==> config.mk <==
export PLATFORM = sky130hd
export DESIGN_NAME = rvv_vd_writeback_flat
export DESIGN_NICKNAME = d
export VERILOG_FILES = /design/src/rtl/rvv_wb_pkg.sv /design/src/rtl/rvv_vd_writeback_if.sv /design/src/rtl/rvv_wb_elem_place.sv /design/src/rtl/rvv_vd_writeback.sv /design/src/flat_wrapper.sv
export SDC_FILE = /design/constraint.sdc
export NUM_CORES = 1
export LEC_CHECK = 0
export ABC_CLOCK_PERIOD_IN_PS = 5550
export CORE_AREA = 2 2 174 176
export CTS_BUF_LIST = sky130_fd_sc_hd__clkbuf_4
export DETAILED_ROUTE_END_ITERATION = 6
export DIE_AREA = 0 0 176 178
export PLACE_DENSITY = 0.76
export SETUP_SLACK_MARGIN = 0.02
export SLEW_MARGIN = 20
export SYNTH_ARGS = -nofsm -noshare
export SYNTH_HDL_FRONTEND = slang
export SYNTH_SLANG_ARGS = --single-unit
==> constraint.sdc <==
create_clock -name clk -period 5.55 [get_ports clk]
set_input_delay 0.8325 -clock clk [delete_from_list [all_inputs] [get_ports clk]]
set_output_delay 0.8325 -clock clk [all_outputs]
set_load 0.02 [all_outputs]
==> src/rtl/rvv_wb_pkg.sv <==
// rvv_wb_pkg: shared state encoding, SEW codes, lane field widths and sizing helpers
// for the vector destination writeback block (optional v0 masking: RVV_WB_MASK_EN).
package rvv_wb_pkg;

    typedef enum logic [1:0] {
        S_IDLE,
        S_COLLECT,
        S_WRITE
    } state_e;

    typedef enum logic [2:0] {
        SEW8  = 3'd0,
        SEW16 = 3'd1,
        SEW32 = 3'd2,
        SEW64 = 3'd3
    } sew_e;

    localparam int LANE_DATA_W = 64;
    localparam int LANE_IDX_W  = 10;

    function automatic int vlen_bytes(input int vlen);
        return vlen / 8;
    endfunction

    // Number of SEW-wide elements that fit in one vector register.
    function automatic logic [10:0] elem_cap(input int vlen, input logic [1:0] vsew);
        return 11'(vlen >> (int'(vsew) + 3));
    endfunction

endpackage

==> src/rtl/rvv_vd_writeback_if.sv <==
// rvv_vd_writeback_if: valid/ready write port from the writeback block to the vector register file.
interface rvv_vd_writeback_if
    import rvv_wb_pkg::*;
#(
    parameter int VLEN = 128
) ();

    logic                        wr_valid;
    logic                        wr_ready;
    logic [VLEN-1:0]             wr_data;
    logic [vlen_bytes(VLEN)-1:0] wr_be;

    modport master (output wr_valid, wr_data, wr_be, input wr_ready);
    modport slave  (input wr_valid, wr_data, wr_be, output wr_ready);

endinterface

==> src/rtl/rvv_wb_elem_place.sv <==
// rvv_wb_elem_place: positions one lane's SEW-wide element inside a VLEN-wide word with its byte mask.
module rvv_wb_elem_place
    import rvv_wb_pkg::*;
#(
    parameter int VLEN = 128
) (
    input  logic [LANE_IDX_W-1:0]       idx_i,
    input  logic [1:0]                  vsew_i,
    input  logic [LANE_DATA_W-1:0]      data_i,
    input  logic                        en_i,
    output logic [VLEN-1:0]             data_o,
    output logic [vlen_bytes(VLEN)-1:0] be_o
);

    localparam int NB = vlen_bytes(VLEN);

    logic [LANE_DATA_W-1:0] elem;
    logic [7:0]             bmask;
    logic [13:0]            byte_off;
    logic [16:0]            bit_off;

    // Only the low SEW bits of the lane slot belong to the element.
    assign elem     = data_i & ((vsew_i == 2'd3) ? '1 : ((64'd1 << (8 << vsew_i)) - 64'd1));
    assign bmask    = 8'((9'd1 << (1 << vsew_i)) - 9'd1);
    assign byte_off = 14'(idx_i) << vsew_i;
    assign bit_off  = {byte_off, 3'b000};
    assign data_o   = en_i ? (VLEN'(elem) << bit_off) : '0;
    assign be_o     = en_i ? (NB'(bmask) << byte_off) : '0;

endmodule

==> src/rtl/rvv_vd_writeback.sv <==
// rvv_vd_writeback: gathers lane element results into a vd buffer seeded with old vd and
// issues a single byte-enabled register-file write; v0 masking enabled by RVV_WB_MASK_EN.
module rvv_vd_writeback
    import rvv_wb_pkg::*;
#(
    parameter int VLEN     = 128,
    parameter int NB_LANES = 1
) (
    input  logic                                clk,
    input  logic                                resetn,
    input  logic                                start_i,
    input  logic [VLEN-1:0]                     vd_old_i,
    input  logic [2:0]                          vsew_i,
    input  logic [10:0]                         vl_i,
    input  logic [(LANE_DATA_W<<NB_LANES)-1:0]  lane_vd_i,
    input  logic [(LANE_IDX_W<<NB_LANES)-1:0]   lane_idx_i,
    input  logic [(1<<NB_LANES)-1:0]            lane_valid_i,
    input  logic                                alu_done_i,
`ifdef RVV_WB_MASK_EN
    input  logic                                vm_i,
    input  logic [VLEN-1:0]                     v0_mask_i,
`endif
    rvv_vd_writeback_if.master                  wr,
    output logic                                busy_o,
    output logic                                done_o
);

    localparam int NL = 1 << NB_LANES;
    localparam int NB = vlen_bytes(VLEN);

    state_e          state_q, state_d;
    logic [VLEN-1:0] buf_q, buf_d, mrg_buf;
    logic [NB-1:0]   be_q, be_d, mrg_be;
    logic [1:0]      vsew_q, vsew_d;
    logic [10:0]     vl_q, vl_d, lim;
    logic            done_q, done_d, no_work;
`ifdef RVV_WB_MASK_EN
    logic            vm_q, vm_d;
    logic [VLEN-1:0] v0_q, v0_d;
`endif

    logic            en    [NL];
    logic [VLEN-1:0] pdata [NL];
    logic [NB-1:0]   pbe   [NL];

    assign no_work = (vsew_i > 3'd3) || (vl_i == 11'd0);
    assign lim     = (vl_q < elem_cap(VLEN, vsew_q)) ? vl_q : elem_cap(VLEN, vsew_q);

    for (genvar j = 0; j < NL; j++) begin : g_lane
        logic [LANE_IDX_W-1:0] idx;
        assign idx = lane_idx_i[j*LANE_IDX_W +: LANE_IDX_W];
`ifdef RVV_WB_MASK_EN
        assign en[j] = lane_valid_i[j] && ({1'b0, idx} < lim) && (vm_q || |(v0_q & (VLEN'(1) << idx)));
`else
        assign en[j] = lane_valid_i[j] && ({1'b0, idx} < lim);
`endif
        rvv_wb_elem_place #(.VLEN(VLEN)) u_place (
            .idx_i  (idx),
            .vsew_i (vsew_q),
            .data_i (lane_vd_i[j*LANE_DATA_W +: LANE_DATA_W]),
            .en_i   (en[j]),
            .data_o (pdata[j]),
            .be_o   (pbe[j])
        );
    end

    // Fold placed lane results into the buffer in ascending lane order so the highest lane wins.
    always_comb begin
        mrg_buf = buf_q;
        mrg_be  = be_q;
        for (int j = 0; j < NL; j++) begin
            for (int k = 0; k < NB; k++)
                if (pbe[j][k]) mrg_buf[8*k +: 8] = pdata[j][8*k +: 8];
            mrg_be = mrg_be | pbe[j];
        end
    end

    // Next state: latch the instruction on start, gather results, hold the write until accepted.
    always_comb begin
        state_d = state_q;
        buf_d   = buf_q;
        be_d    = be_q;
        vsew_d  = vsew_q;
        vl_d    = vl_q;
        done_d  = 1'b0;
`ifdef RVV_WB_MASK_EN
        vm_d    = vm_q;
        v0_d    = v0_q;
`endif
        case (state_q)
            S_IDLE: if (start_i) begin
                buf_d   = vd_old_i;
                be_d    = '0;
                vsew_d  = vsew_i[1:0];
                vl_d    = vl_i;
`ifdef RVV_WB_MASK_EN
                vm_d    = vm_i;
                v0_d    = v0_mask_i;
`endif
                done_d  = no_work;
                state_d = no_work ? S_IDLE : S_COLLECT;
            end
            S_COLLECT: begin
                buf_d   = mrg_buf;
                be_d    = mrg_be;
                state_d = alu_done_i ? S_WRITE : S_COLLECT;
            end
            S_WRITE: if (wr.wr_ready) begin
                state_d = S_IDLE;
                done_d  = 1'b1;
            end
            default: state_d = S_IDLE;
        endcase
    end

    // State and datapath registers; reset drops any pending write without a done pulse.
    always_ff @(posedge clk) begin
        if (!resetn) begin
            state_q <= S_IDLE;
            buf_q   <= '0;
            be_q    <= '0;
            vsew_q  <= '0;
            vl_q    <= '0;
            done_q  <= 1'b0;
`ifdef RVV_WB_MASK_EN
            vm_q    <= 1'b1;
            v0_q    <= '0;
`endif
        end else begin
            state_q <= state_d;
            buf_q   <= buf_d;
            be_q    <= be_d;
            vsew_q  <= vsew_d;
            vl_q    <= vl_d;
            done_q  <= done_d;
`ifdef RVV_WB_MASK_EN
            vm_q    <= vm_d;
            v0_q    <= v0_d;
`endif
        end
    end

    assign wr.wr_valid = (state_q == S_WRITE);
    assign wr.wr_data  = buf_q;
    assign wr.wr_be    = be_q;
    assign busy_o      = (state_q != S_IDLE);
    assign done_o      = done_q;

endmodule

==> src/flat_wrapper.sv <==
// flat-port wrapper written by rule: the top's interface ports become plain ports
module rvv_vd_writeback_flat import rvv_wb_pkg::*;
#(
    parameter int VLEN     = 128,
    parameter int NB_LANES = 1
)
  (clk, resetn, start_i, vd_old_i, vsew_i, vl_i, lane_vd_i, lane_idx_i, lane_valid_i, alu_done_i, busy_o, done_o, wr_wr_valid, wr_wr_data, wr_wr_be, wr_wr_ready);
  rvv_vd_writeback_if #(.VLEN(VLEN)) wr_i ();
  input  logic clk;
  input  logic resetn;
  input  logic start_i;
  input  logic [VLEN-1:0] vd_old_i;
  input  logic [2:0] vsew_i;
  input  logic [10:0] vl_i;
  input  logic [(LANE_DATA_W<<NB_LANES)-1:0] lane_vd_i;
  input  logic [(LANE_IDX_W<<NB_LANES)-1:0] lane_idx_i;
  input  logic [(1<<NB_LANES)-1:0] lane_valid_i;
  input  logic alu_done_i;
  output logic busy_o;
  output logic done_o;
  output wire logic [$bits(wr_i.wr_valid)-1:0] wr_wr_valid;
  output wire logic [$bits(wr_i.wr_data)-1:0] wr_wr_data;
  output wire logic [$bits(wr_i.wr_be)-1:0] wr_wr_be;
  input wire logic [$bits(wr_i.wr_ready)-1:0] wr_wr_ready;
  assign wr_wr_valid = wr_i.wr_valid;
  assign wr_wr_data = wr_i.wr_data;
  assign wr_wr_be = wr_i.wr_be;
  assign wr_i.wr_ready = wr_wr_ready;
  rvv_vd_writeback #(.VLEN(VLEN), .NB_LANES(NB_LANES)) u_core (.clk(clk), .resetn(resetn), .start_i(start_i), .vd_old_i(vd_old_i), .vsew_i(vsew_i), .vl_i(vl_i), .lane_vd_i(lane_vd_i), .lane_idx_i(lane_idx_i), .lane_valid_i(lane_valid_i), .alu_done_i(alu_done_i), .wr(wr_i), .busy_o(busy_o), .done_o(done_o));
endmodule
After elaboration in Yosys (flattened, before gate mapping)
Cells that the tools add are included.
Word-level totals
  output and inout port bits: 147
  input bits: 297
  register bits: 160
Operators by class
  reductions and logical operators: 26
  shift operators: 11
  bitwise gates (word level): 4
  add/subtract/negate cells: 3
  multiplexer cells: 50
  equal/unequal tests: 21
  $lt $le $gt $ge: 4
Operators by type and width (number)
  two-way mux 128 bit: 3
  two-way mux 8 bit: 32
  case mux 128 bit (2 select lines): 1
  << shifter 64 x 17 -> 128 bit: 2
  AND 64 bit: 2
  two-way mux 64 bit: 1
  << shifter 1 x 32 -> 64 bit, first input constant: 1
  subtractor 64 x 1 -> 64 bit, second input constant: 1
  two-way mux 16 bit: 3
  inequality test 3 bit, second input constant: 16
  AND reduction 3 bit: 16
  OR 16 bit: 2
  case mux 16 bit (2 select lines): 1
  << shifter 1 x 2 -> 32 bit, first input constant: 1
  << shifter 1 x 32 -> 8 bit, first input constant: 1
  << shifter 4 x 2 -> 32 bit, first input constant: 1
  << shifter 8 x 14 -> 16 bit: 2
  >> shifter 8 x 32 -> 11 bit, first input constant: 1
  << shifter 10 x 2 -> 14 bit: 2
  less-than comparator 10 x 11 -> 1 bit: 2
  zero test 11 bit: 1
  less-than comparator 11 bit: 1
  two-way mux 11 bit: 1
  subtractor 8 x 1 -> 8 bit, second input constant: 1
  15 further kinds: 24

Depth between registers and ports, before layout
  depth in word-level cells: 10
  depth in mapped cells: 24
  gate-level depth less buffers: 19

Hierarchy
From an unflattened synthesis, not the netlist that was laid out.
Unflattened totals
  cell total of the unflattened synthesis: 1799
  area total of the unflattened synthesis: 13138.9 µm²
By module, submodules not included
  rvv_vd_writeback: cells an instance 1095, area an instance 9162.5 µm², instances 1
  rvv_wb_elem_place: cells an instance 352, area an instance 1988.2 µm², instances 2

Worst setup path before layout
OpenSTA, ideal clock, no wires.
  kind: register to register
  start: register u_core.vsew_q[0]
  end: register u_core.buf_q[0] (netlist: u_core.wr.wr_data[0])
  data required time: 5.434 ns
  buffers on the path: 4
  clock period less this slack: 4.446 ns
  path slack: 1.104 ns
  cell stages (with the launch flop): 22
  arrival time: 4.330 ns
  setup time: 0.116 ns
  path through: dfxtp_1 -> buf_6 -> buf_6 -> buf_2 -> inv_1 -> nor2_1 -> inv_1 -> ha_1 -> nor3_1 -> nor2_1 -> nor2_1 -> a21oi_1 -> ha_1 -> o21ai_0 -> a211o_1 -> a41oi_1 -> nor4b_4 -> or3_4 -> nor2_1 -> a221o_2 -> buf_6 -> o211a_1
On the way
  cells in the longest elaborated chain, start to end: 10
  elaborated cells between the ends (all ways): 33
  classes of those cells: 3 x add/sub; 3 x order compare; 2 x eq/ne; 11 x shift; 9 x mux; 2 x bitwise; 3 x reduce/logical
RTL lines
  start: declaration: line rvv_vd_writeback.sv:34  | logic [1:0] vsew_q, vsew_d;
  start signal: assignment: line rvv_vd_writeback.sv:133  | vsew_q <= vsew_d;
  << shifter 4 x 2 -> 32 bit or adder 2 x 2 -> 3 bit (tied branches): line rvv_wb_elem_place.sv:23, rvv_wb_pkg.sv:27
  << shifter 1 x 32 -> 64 bit or >> shifter 8 x 32 -> 11 bit (tied branches): line rvv_wb_elem_place.sv:23, rvv_wb_pkg.sv:27
  subtractor 64 x 1 -> 64 bit or less-than comparator 11 bit (tied branches): line rvv_wb_elem_place.sv:23, rvv_vd_writeback.sv:47
  two-way mux 64 bit or two-way mux 11 bit (tied branches): line rvv_wb_elem_place.sv:23, rvv_vd_writeback.sv:47
  AND 64 bit or less-than comparator 10 x 11 -> 1 bit (tied branches): line rvv_wb_elem_place.sv:23, rvv_vd_writeback.sv:55
  << shifter 64 x 17 -> 128 bit or logical AND 1 bit (tied branches): line rvv_wb_elem_place.sv:27, rvv_vd_writeback.sv:55
  two-way mux 128 bit: line rvv_wb_elem_place.sv:27  | assign data_o = en_i ? (VLEN'(elem) << bit_off) : '0;
  two-way mux 8 bit (2 in series): line rvv_vd_writeback.sv:73  | if (pbe[j][k]) mrg_buf[8*k +: 8] = pdata[j][8*k +: 8];
  case mux 128 bit (2 select lines): line rvv_vd_writeback.sv:90  | case (state_q)
  end signal: assignment: line rvv_vd_writeback.sv:131  | buf_q <= buf_d;
  end: declaration: line rvv_vd_writeback.sv:32  | logic [VLEN-1:0] buf_q, buf_d, mrg_buf;
Several ways; a longest one is shown, not always the timed one. The select of a mux whose other input is x is not followed.
A chain may end at the register's enable or synchronous reset.

Final worst setup path
  start: register u_core.vsew_q[0]
  end: register u_core.buf_q[2] (netlist: u_core.wr.wr_data[2])
The elaborated chain is that of the path after synthesis.

==> key figures <==
Run status
  • Run status: finished with violations
  • Violations in the final reports: design-rule violations

Global routing
  • Busiest layer in global routing: met2
  • Met3 track demand over resource: 12.28%
  • Met1 usage in global routing: 53.96%
  • Total congestion overflow: 0
  • Met2 routing resource usage after global routing: 65.04%
  • Global-route wire length before repair: 96740 um
  • Overall routing resource usage: 42.32%
  • Vias in the first global route: 14113
  • Antenna violations before repair: 11
  • Maximum number of pins on one net before global-route repair: 77

Setup path
  • Crit path max fanout: 15
  • Nature of the critical path startpoint: flip-flop
  • Crit path cell chain: buf_4 -> nor2_1 -> inv_2 -> ha_1 -> nor4_2 -> nand3_1 -> nor2_1 -> a21oi_1 -> ha_1 -> nor4b_1 -> a32oi_1 -> o2111ai_1 -> o311ai_0 -> nor3_2 -> a221o_2 -> o211ai_1 -> o211a_1
  • Crit path DAT: 5520 ps
  • Slowest stage cell on the critical path: nor3_2
  • Critical Path Sink Type: flip-flop
  • Delay contributed by the slowest stage of the critical path: 800 ps
  • Category of cells accounting for the largest share of critical-path delay: simple AND/OR/NAND/NOR gates
  • Origin of the critical flop-to-flop path: u_core.vsew_q[0]
  • CP Buf/Inv Count: 2
  • Crit path launch: u_core.vsew_q[0]
  • Type of the worst setup path: reg -> reg
  • Worst path required time: 6080 ps

Placed design
  • Last weighted congestion value of the routability-driven placer: 1.039
  • Buffers on Ports: 443
  • Number of placed instances with taps included: 2247
  • DPL Wire Length: 54810 um

Synth
  • Synth area leaders: dfxtp_1 29%, nand2_1 6.5%, o21ai_0 6.3%, a21oi_1 5.7%, a22oi_1 4.6%
  • Post-synthesis area per instance: 7.608 um2
  • Synth unique cells: 90
  • Most frequent cell after synthesis: nand2_1
  • Commonest cells in the synthesized netlist: 194 x nand2_1, 160 x dfxtp_1, 140 x o21ai_0
  • Leading register cell type out of synthesis: dfxtp_1
  • Number of flops mapped to enable cells by yosys: 0
  • Count of mapped cells out of synthesis: 1469
  • Largest area contributor in the netlist: dfxtp_1
  • Number of warnings printed during yosys synthesis: 0
  • Summed instance area of the synthesized netlist: 0.01118 mm2
  • Share of Yosys cell area claimed by the top area cell type: 28.66%
  • Sequential fraction of the synthesis area: 28.66%
  • Flip-flop and latch count after synthesis: 160
  • Ys async rst share: 0%

Detailed routing
  • DR vias: 15332
  • Post-DR vias/cell: 6.695
  • Sum of routed wire length over all layers: 69530 um
  • Violation count after the first detailed-route iteration: 2143
  • Number of nets with antenna violations after routing: 0
  • Post-DR wirelength/cell: 30.36 um
  • Remaining design rule violation count: 73
  • Number of iterations in the first detailed-routing pass: 7

STA
  • Final worst path period need: 4986 ps
  • Part of the cycle the worst path needs: 89.84%
  • Hold WS: 464.5 ps
  • Total setup violations reported at the end of the flow: 0
  • Headroom to the max-slew limit: 25.48%
  • Final Skew: 21.79 ps
  • Setup_tns: 0 ps
  • Transition time at the pin with the least slew margin: 1118 ps
  • RSZ-0062 raised after global routing: no
  • Highest achievable clock rate: 200.6 MHz
  • Number of max-slew violations in the final report: 0
  • Count of endpoints failing hold in the final timing report: 0

Final layout
  • # nets final: 2193
  • Final instance count without filler cells: 2290
  • Area growth, synth to finish: 45.85%
  • Proportion of layout cells with a drive suffix above 1: 7.094%
  • Filler instances: 2767

Clock tree
  • Clock latency on the worst-skew pair: 620 ps
  • Maximum level of the CTS H-tree: 4
  • Total setup buffers inserted after CTS: 0
  • Clock Tree Root: clkbuf_4
  • Clock sink total: 160
  • Buffer levels on the longest clock path: 2
  • Number of clock buffers inserted by TritonCTS: 17
  • Clock-pin slew on the worst setup and hold paths: 160 ps
  • Hold buffer count at CTS: 0
  • CTS tree: yes
  • CTS resizes: 0

Die
  • Die Width: 176 um
  • Number of cell rows: 63
  • Initial cell density of the core: 38.01%
  • Placeable Area: 0.02940 mm2
  • IO Pins: 444
  • Chip Height: 178 um
  • Die Area: 0.03133 mm2

Min path
  • Hold path startpoint: u_core.wr.wr_data[26]
  • Hold WC Path Type: reg -> reg

Power and ir drop
  • Cell leakage power: 5.728 nW
  • VDD IR-drop max: 0.0001505 V
  • Ratio of total power to cell area: 198.4 mW/mm2

Flow run
  • Max-cap check violation count: 0
[flip-flops by register name, indices dropped and copies added, names as in the netlist]
| name | count |
|---|---|
| u_core.wr.wr_data | 128 |
| u_core.state_q | 2 |
| u_core.vl_q | 11 |
| u_core.wr.wr_be | 16 |
| u_core.vsew_q | 2 |
| u_core.done_o | 1 |
[cells by family (layout without fill, tap and decap cells)]
group           count (synthesis)  after routing  share of synthesized area (%)
compound gates                677            677                          42.25
fa+ha+maj                      20             20                          2.239
flops                         160            160                          28.66
buf+inv                       141            552                          5.553
simple gates                  456            456                          19.94
mux                            14             14                          1.321
other cells                     1             21                        0.03355
[layout by cell type, fill, tap and decap left out, types with 15 or more instances in the layout]
master and count:
a22oi_1 68, a31oi_1 54, clkdlybuf4s50_1 442, clkbuf_4 17, nor2_1 84, o211ai_1 36
nor3_1 31, nand3_1 45, a222oi_1 19, ha_1 20, a211oi_1 23, dfxtp_1 160
a22o_1 29, a32oi_1 18, a21oi_1 128, o211a_1 15, o21ai_0 139, o21a_1 16
o22ai_1 18, inv_1 29, nand2_1 194, a221oi_1 21, buf_4 47
[worst paths after layout]
kind                                         endpoint  slack (ps)  depth (start not counted)
worst min-delay path            u_core.wr.wr_data[26]         460                          2
worst max-delay path             u_core.wr.wr_data[2]         560                         17
worst min register to register  u_core.wr.wr_data[26]         460                          2
worst max register to register   u_core.wr.wr_data[2]         560                         17
[tightest hold or removal path, cell delays in order, from the launching register on]
cell      delay [ps]
dfxtp_1          340
inv_1             50
a211oi_1          50
[power breakdown]
part	total (mW)	switching (mW)	internal, mW
Sequential	1.30	0.0639	1.24
Combinational	1.16	0.658	0.504
Clock	0.773	0.537	0.236
[through the flow]
stage / cell area [um2] / utilization, % / worst slack [ps] / power [mW]
2_1_floorplan: 11210 / - / 1104 / 1.834
5_1_grt: 16290 / 55.42 / 237.0 / 3.330
3_3_place_gp: 16000 / 54.42 / 823.6 / 2.446
4_1_cts: 16270 / 55.34 / 693.4 / 3.200
3_5_place_dp: 16000 / 54.42 / 738.9 / 2.447
6_report: 16300 / 55.44 / 563.9 / 3.234
[routing by layer]
layer | routed length (um) | up-vias
li1 | - | 6523
met1 | 26860 | 7280
met2 | 30370 | 1285
met3 | 8664 | 242
met4 | 3624 | 2
met5 | 15 | -
[layout make-up]
class,count,area (um2),area share (%)
tap,390,488.0,2.994
inverter,31,116.4,0.7139
sequential,160,3203,19.65
timing repair buffer,489,4777,29.31
clock buffer,17,127.6,0.7830
antenna,11,27.53,0.1689
multi-input combinational,1177,7415,45.49
clock inverter,15,145.1,0.8905
No activity file was read; power rests on OpenSTA's default activity.
